$ cat src/rtl/serial_adder.sv
// Bit-serial adder/subtractor: a single full-adder cell consumes one operand
// bit per clock, LSB first, and shifts the result in from the MSB end.
module serial_adder #(
  parameter int WIDTH = 8
) (
  input  logic             clk,
  input  logic             rst,
  input  logic             start,
  input  logic             sub,
  input  logic [WIDTH-1:0] a,
  input  logic [WIDTH-1:0] b,
  input  logic             cin,
  output logic [WIDTH-1:0] sum,
  output logic             cout,
  output logic             ovf,
  output logic             busy,
  output logic             done
);

  localparam int CW = $clog2(WIDTH);

  typedef enum logic [1:0] {IDLE, RUN, DONE} state_t;

  state_t           r_state;
  state_t           w_next;
  logic [WIDTH-1:0] r_a;
  logic [WIDTH-1:0] r_b;
  logic [WIDTH-1:0] r_sum;
  logic [CW-1:0]    r_cnt;
  logic             r_carry;
  logic             r_cout;
  logic             r_ovf;

  logic w_accept;
  logic w_last;
  logic w_abit;
  logic w_bbit;
  logic w_sbit;
  logic w_cnext;

  assign w_accept = start && (r_state == IDLE || r_state == DONE);
  assign w_last   = (r_cnt == CW'(WIDTH - 1));
  assign w_abit   = r_a[r_cnt];
  assign w_bbit   = r_b[r_cnt];
  assign w_sbit   = w_abit ^ w_bbit ^ r_carry;
  assign w_cnext  = (w_abit & w_bbit) | (r_carry & (w_abit ^ w_bbit));

  always_ff @(posedge clk or posedge rst) begin
    if (rst) begin
      r_state <= IDLE;
    end else begin
      r_state <= w_next;
    end
  end

  always_comb begin
    w_next = r_state;
    case (r_state)
      IDLE:    w_next = start ? RUN : IDLE;
      RUN:     w_next = w_last ? DONE : RUN;
      DONE:    w_next = start ? RUN : IDLE;
      default: w_next = IDLE;
    endcase
  end

  // Subtraction is a + ~b + 1, so the inversion and the +1 are folded into the load.
  always_ff @(posedge clk or posedge rst) begin
    if (rst) begin
      r_a     <= '0;
      r_b     <= '0;
      r_sum   <= '0;
      r_cnt   <= '0;
      r_carry <= 1'b0;
      r_cout  <= 1'b0;
      r_ovf   <= 1'b0;
    end else if (w_accept) begin
      r_a     <= a;
      r_b     <= sub ? ~b : b;
      r_carry <= sub ? 1'b1 : cin;
      r_cnt   <= '0;
    end else if (r_state == RUN) begin
      r_sum   <= {w_sbit, r_sum[WIDTH-1:1]};
      r_carry <= w_cnext;
      if (w_last) begin
        r_cnt  <= '0;
        r_cout <= w_cnext;
        r_ovf  <= r_carry ^ w_cnext;
      end else begin
        r_cnt  <= r_cnt + CW'(1);
      end
    end
  end

  assign sum  = r_sum;
  assign cout = r_cout;
  assign ovf  = r_ovf;
  assign busy = (r_state == RUN);
  assign done = (r_state == DONE);

endmodule

$ cat config.mk
export PLATFORM = sky130hd
export DESIGN_NAME = serial_adder
export DESIGN_NICKNAME = d
export VERILOG_FILES = /design/src/rtl/serial_adder.sv
export SDC_FILE = /design/constraint.sdc
export NUM_CORES = 1
export LEC_CHECK = 0
export ABC_CLOCK_PERIOD_IN_PS = 2500
export CORE_MARGIN = 2
export CORE_UTILIZATION = 49
export DETAILED_ROUTE_END_ITERATION = 6
export GPL_ROUTABILITY_DRIVEN = 1
export PLACE_DENSITY = 0.78
export SLEW_MARGIN = 30
export SYNTH_ARGS = -nofsm -noshare
export SYNTH_HDL_FRONTEND = slang
export SYNTH_SLANG_ARGS = --single-unit
$ cat constraint.sdc
create_clock -name clk -period 2.5 [get_ports clk]
set_input_delay 0.25 -clock clk [delete_from_list [all_inputs] [get_ports clk]]
set_output_delay 0.25 -clock clk [all_outputs]
set_load 0.03 [all_outputs]
# --- Word level (Yosys, flattened, before mapping) ---
# Cells that the tools add are included.
# W data, S select, Z words.
totals:
  reg_bits: 32
  inputBits: 21
  output_inout_bits: 12
  wordCells: 42
classes:
  addsub: 1
  n_lt_le_gt_ge: 1
  n_eq_ne: 3
  mux: 14
  bitwise_logic: 8
  n_reduce_logical: 7
ops:
  columns: ["op", "count"]
  rows:
  - ["$mux W3", 3]
  - ["$mux W8", 1]
  - ["$not A8 Y8", 1]
  - ["$bmux W1 S3", 2]
  - ["$mux W1", 6]
  - ["$lt A3 B4 Y1 const B", 1]
  - ["$pmux W2 S2", 1]
  - ["$add A3 B1 Y3 const B", 1]
  - ["$eq A3 B3 Y1 const B", 1]
  - ["$reduce_and A3 Y1", 1]
  - ["$xor A1 B1 Y1", 3]
  - ["$and A1 B1 Y1", 2]
  - ["$eq A2 B1 Y1 const B", 1]
  - ["$eq A2 B2 Y1 const B", 1]
  - ["$logic_not A2 Y1", 1]
  - ["$mux W2", 1]
  - ["$reduce_and A2 Y1", 1]
  - ["$reduce_bool A2 Y1", 1]
  - ["$reduce_or A2 Y1", 1]
  - ["$logic_and A1 B1 Y1", 1]
  - ["$logic_or A1 B1 Y1", 1]
  - ["$not A1 Y1", 1]
  - ["$or A1 B1 Y1", 1]

# --- Depth between registers and ports, before layout ---
logic_depth:
  ltp_word: 7
  depth_mapped: 6
  mapped_depth_nobuf: 5

# --- Worst setup path after synthesis ---
# No wires, ideal clock.
synth_path:
  path_kind: "reg-to-reg"
  start: "register r_cnt[0]"
  end: "register r_ovf (netlist: ovf)"
  setup_ns: 0.125
  arrival_ns: 2.110
  path_slack_ns: 0.265
  stages_incl_launch_ff: 7
  n_path_buf: 1
  period_less_slack_ns: 2.235
  path_cell_list: "dfrtp_1 buf_6 mux4_1 mux2_2 fa_1 xor2_1 mux2_2"
synth_between:
  elab_chain_len: 6
  word_cells_on_any_way: 11
  classes_between: "eq/ne (1); mux (4); bitwise (5); reduce/logical (1)"
synth_lines:
  columns: ["element", "line_no", "rtl"]
  rows:
  - ["start, declared", "29", "logic [CW-1:0] r_cnt;"]
  - ["start signal, assigned", "89", "r_cnt <= r_cnt + CW'(1);"]
  - ["$bmux W1 S3, on equally long branches", "43, 44", null]
  - ["$mux W1, on equally long branches", "43, 44", null]
  - ["$xor A1 B1 Y1", "46", "assign w_cnext = (w_abit & w_bbit) | (r_carry & (w_abit ^ w_bbit));"]
  - ["$and A1 B1 Y1", "46", null]
  - ["$or A1 B1 Y1 *", "46", null]
  - ["named net w_cnext", "39", "logic w_cnext;"]
  - ["$xor A1 B1 Y1 *", "87", "r_ovf <= r_carry ^ w_cnext;"]
  - ["end signal, assigned", "87", null]
  - ["end, declared", "32", "logic r_ovf;"]
# Mark *: on every way through the listed nets, which the timed path passes. The rest lies on a longest branch. The select of a mux whose other input is x is not followed.
# A chain may end at the register's enable or synchronous reset.

# --- Worst setup path in the final report ---
# Same ends and word-level chain as after synthesis.

==> key figures <==
Synth
  – Flops & latches, synth: 32
  – Seq/Total Area, Yosys: 0.550
  – Count leader, synth: nand2_1
  – Dominant cell type by area after synthesis: dfrtp_1
  – Ys Warns: 0
  – Cells after synthesis: 123
  – Post-synth EDFFs: 0
  – Synthesized area: 1460 um2
  – Largest cells by area after synthesis: dfrtp_1 (55%), mux2_2 (9.3%), nand2_1 (8.5%)
  – Avg Synthesized Cell Area: 11.8 um2
  – Most used DFF post-synth: dfrtp_1
  – Distinct cells, synth: 22
  – Syn Nets: 147
  – Most instantiated cells after synthesis: nand2_1 (33), dfrtp_1 (32), mux2_2 (12), o21ai_0 (9), xnor2_1 (8)
  – Async SR Flop Fraction: 1.00
  – Area share of the largest cell type after synthesis: 0.550

Floorplanning
  – Core ar.: 2780 um2
  – IO Count: 33
  – FP Rows: 19
  – Chip width: 58.5 um
  – Die height: 58.5 um
  – DIE AREA: 3420 um2
  – Starting Density: 0.524

Critical path
  – Cell Chain, Critical Path: mux4_1 -> mux2_2 -> fa_1 -> xor2_1 -> mux2_2
  – CP max FO: 7
  – CP delay by family, top: multiplexers
  – Worst path arrival time: 2.56 ns
  – Most frequent CP cell: mux2_2
  – WP buf/inv: 0
  – Critical path launch point: r_cnt[0]
  – CP startpoint kind: register
  – Slowest-stage cell, CP: mux4_1
  – Kind of critical path: register to register
  – Crit. End Element: register
  – FF-to-FF Start: r_cnt[0]
  – CP Data Required Time: 2.72 ns
  – Slowest stage delay, CP: 0.56 ns

Power and ir drop
  – Static Leakage: 0.000861 uW
  – PnR Total Power: 2360 uW
  – Worst vdd ir: 874 uV
  – PD cells: 1260 nW/um2

Drt
  – Detailed-route via count: 984
  – 1st-iter DRT viols: 23
  – DRC: 0
  – Vias per std cell: 5.21
  – DR pass1 iterations: 4
  – Mean routed wirelength per cell: 13.3 um
  – Routed WL: 2520 um
  – ANT nets after route: 0

Placed design
  – Gpl congestion: 0.767
  – Worst slack, placed: 0.103 ns
  – Port bufs: 32
  – Area of placed instances: 1800 um2
  – Dpl hpwl: 1910 um

Timing
  – Min cycle time layout: 2.34 ns
  – Final hold violations: 0
  – Highest Clock Rate: 0.428 GHz
  – Unrepaired setup endpoints after global routing: no
  – Clock Skew: 0.00398 ns
  – Rel. slew slack: 0.678
  – Min setup slack post-route: 0.163 ns
  – Final setup viols: 0
  – Slew Viols, Final: 0
  – Worst-Margin Slew: 0.482 ns
  – WHS: 0.289 ns
  – Final period utilization: 0.935
  – Fin Setup TNS: 0 ns

Global routing
  – GRT overflow: 0
  – Largest net degree at the start of global routing: 33
  – Initial antenna violation count: 0
  – First-pass GRT wire length: 4400 um
  – GRT Total Usage: 0.177
  – Vias in the first global route: 1024

Finish
  – Ant diodes: 0
  – Fraction of layout cells with a size suffix above 1: 0.152
  – Design area: 1870 um2
  – Synthesis-to-finish area growth: 28.2%
  – Nets: 182
  – # fillers: 244

Clock network
  – Root Driver: clkbuf_4
  – Maximum buffer depth of the clock tree: 2
  – CTS tree: done
  – Post-CTS Setup Repair Bufs: 0
  – Clock-pin slew on the worst setup and hold paths: 0.09 ns
  – Clock Sinks: 32
  – Worst skew pair latency: 0.33 ns
  – Max H-tree Level: 2
  – Num CTS Buffers: 5

Worst hold path
  – Hold Crit Class: input pin to async pin

Run status
  – Status: finished clean

Flow run
  – Max cap viols: 0
path summary, 6_finish.rpt:
kind                             to  slack [ns]  cells past startpoint
max reg2reg                     ovf        0.16                      5
max                             ovf        0.16                      5
min reg2reg                  sum[0]        0.49                      2
min                          sum[0]        0.29                      3
max in group asynchronous  r_cnt[0]        1.91                      3
min in group clk             sum[0]        0.49                      2
sequential cells by signal (all words and copies together) (netlist names):
name     cells
r_state      2
r_cnt        3
r_carry      1
r_b          8
sum          8
ovf          1
cout         1
r_a          8
placed cells by master (no fill, tap or decap), types with 2 or more instances in the layout:
master           count
nand2b_1             2
inv_1                3
clkdlybuf4s50_1     32
nand2_1             33
dfrtp_1             31
a22o_1               2
clkbuf_4             5
ha_1                 2
mux4_1               4
clkbuf_8             2
mux2_2              12
o21ai_0              9
xnor2_1              8
buf_4                3
nor2_1               2
per-stage QoR:
step	util	instances
2_1_floorplan	-	123
3_3_place_gp	0.647	182
3_5_place_dp	0.647	182
4_1_cts	0.671	189
5_1_grt	0.671	189
6_report	0.671	189
where the power goes:
part	total, uW	switching [uW]	internal, uW
combinational	1090	527	564
sequential	944	175	769
clock	322	163	159
total	2360	865	1490
area by class of cell:
class / instances / area, um2 / area share
clock buffer: 7 / 65.1 / 0.0349
tap: 31 / 38.8 / 0.0208
sequential: 32 / 802 / 0.430
multi-input combinational: 81 / 607 / 0.325
timing repair buffer: 35 / 343 / 0.184
inverter: 3 / 11.3 / 0.00603
worst min-delay path, delay by kind of cell:
family,cells,cell delay (ns)
buffers and inverters,3,0.79
kinds of logic (layout without fill, tap and decap cells):
| family | Yosys count | in the layout | share of synthesized area |
|---|---|---|---|
| flip-flops | 32 | 32 | 0.550 |
| XOR/XNOR | 9 | 9 | 0.0541 |
| adder cells (fa/ha/maj) | 3 | 3 | 0.0309 |
| AND/OR/NAND/NOR | 40 | 40 | 0.111 |
| buffers and inverters | 10 | 45 | 0.0335 |
| multiplexers | 16 | 16 | 0.165 |
| AO/OA/AOI/OAI | 13 | 13 | 0.0558 |
what timing repair did:
action,4_1_cts,5_1_grt
setup endpoints to repair,0,1
hold endpoints to repair,0,0
resized for setup,0,1
hold buffers,0,0
per-layer routing:
metal | vias to the layer above | share of wire | global-route usage
li1 | 478 | - | -
met1 | 468 | 0.39 | 0.196
met2 | 30 | 0.53 | 0.303
met3 | 8 | 0.057 | 0.0681
met4 | 0 | 0.021 | 0.0764
met5 | - | 0 | 0
No activity file was read; power rests on OpenSTA's default activity.
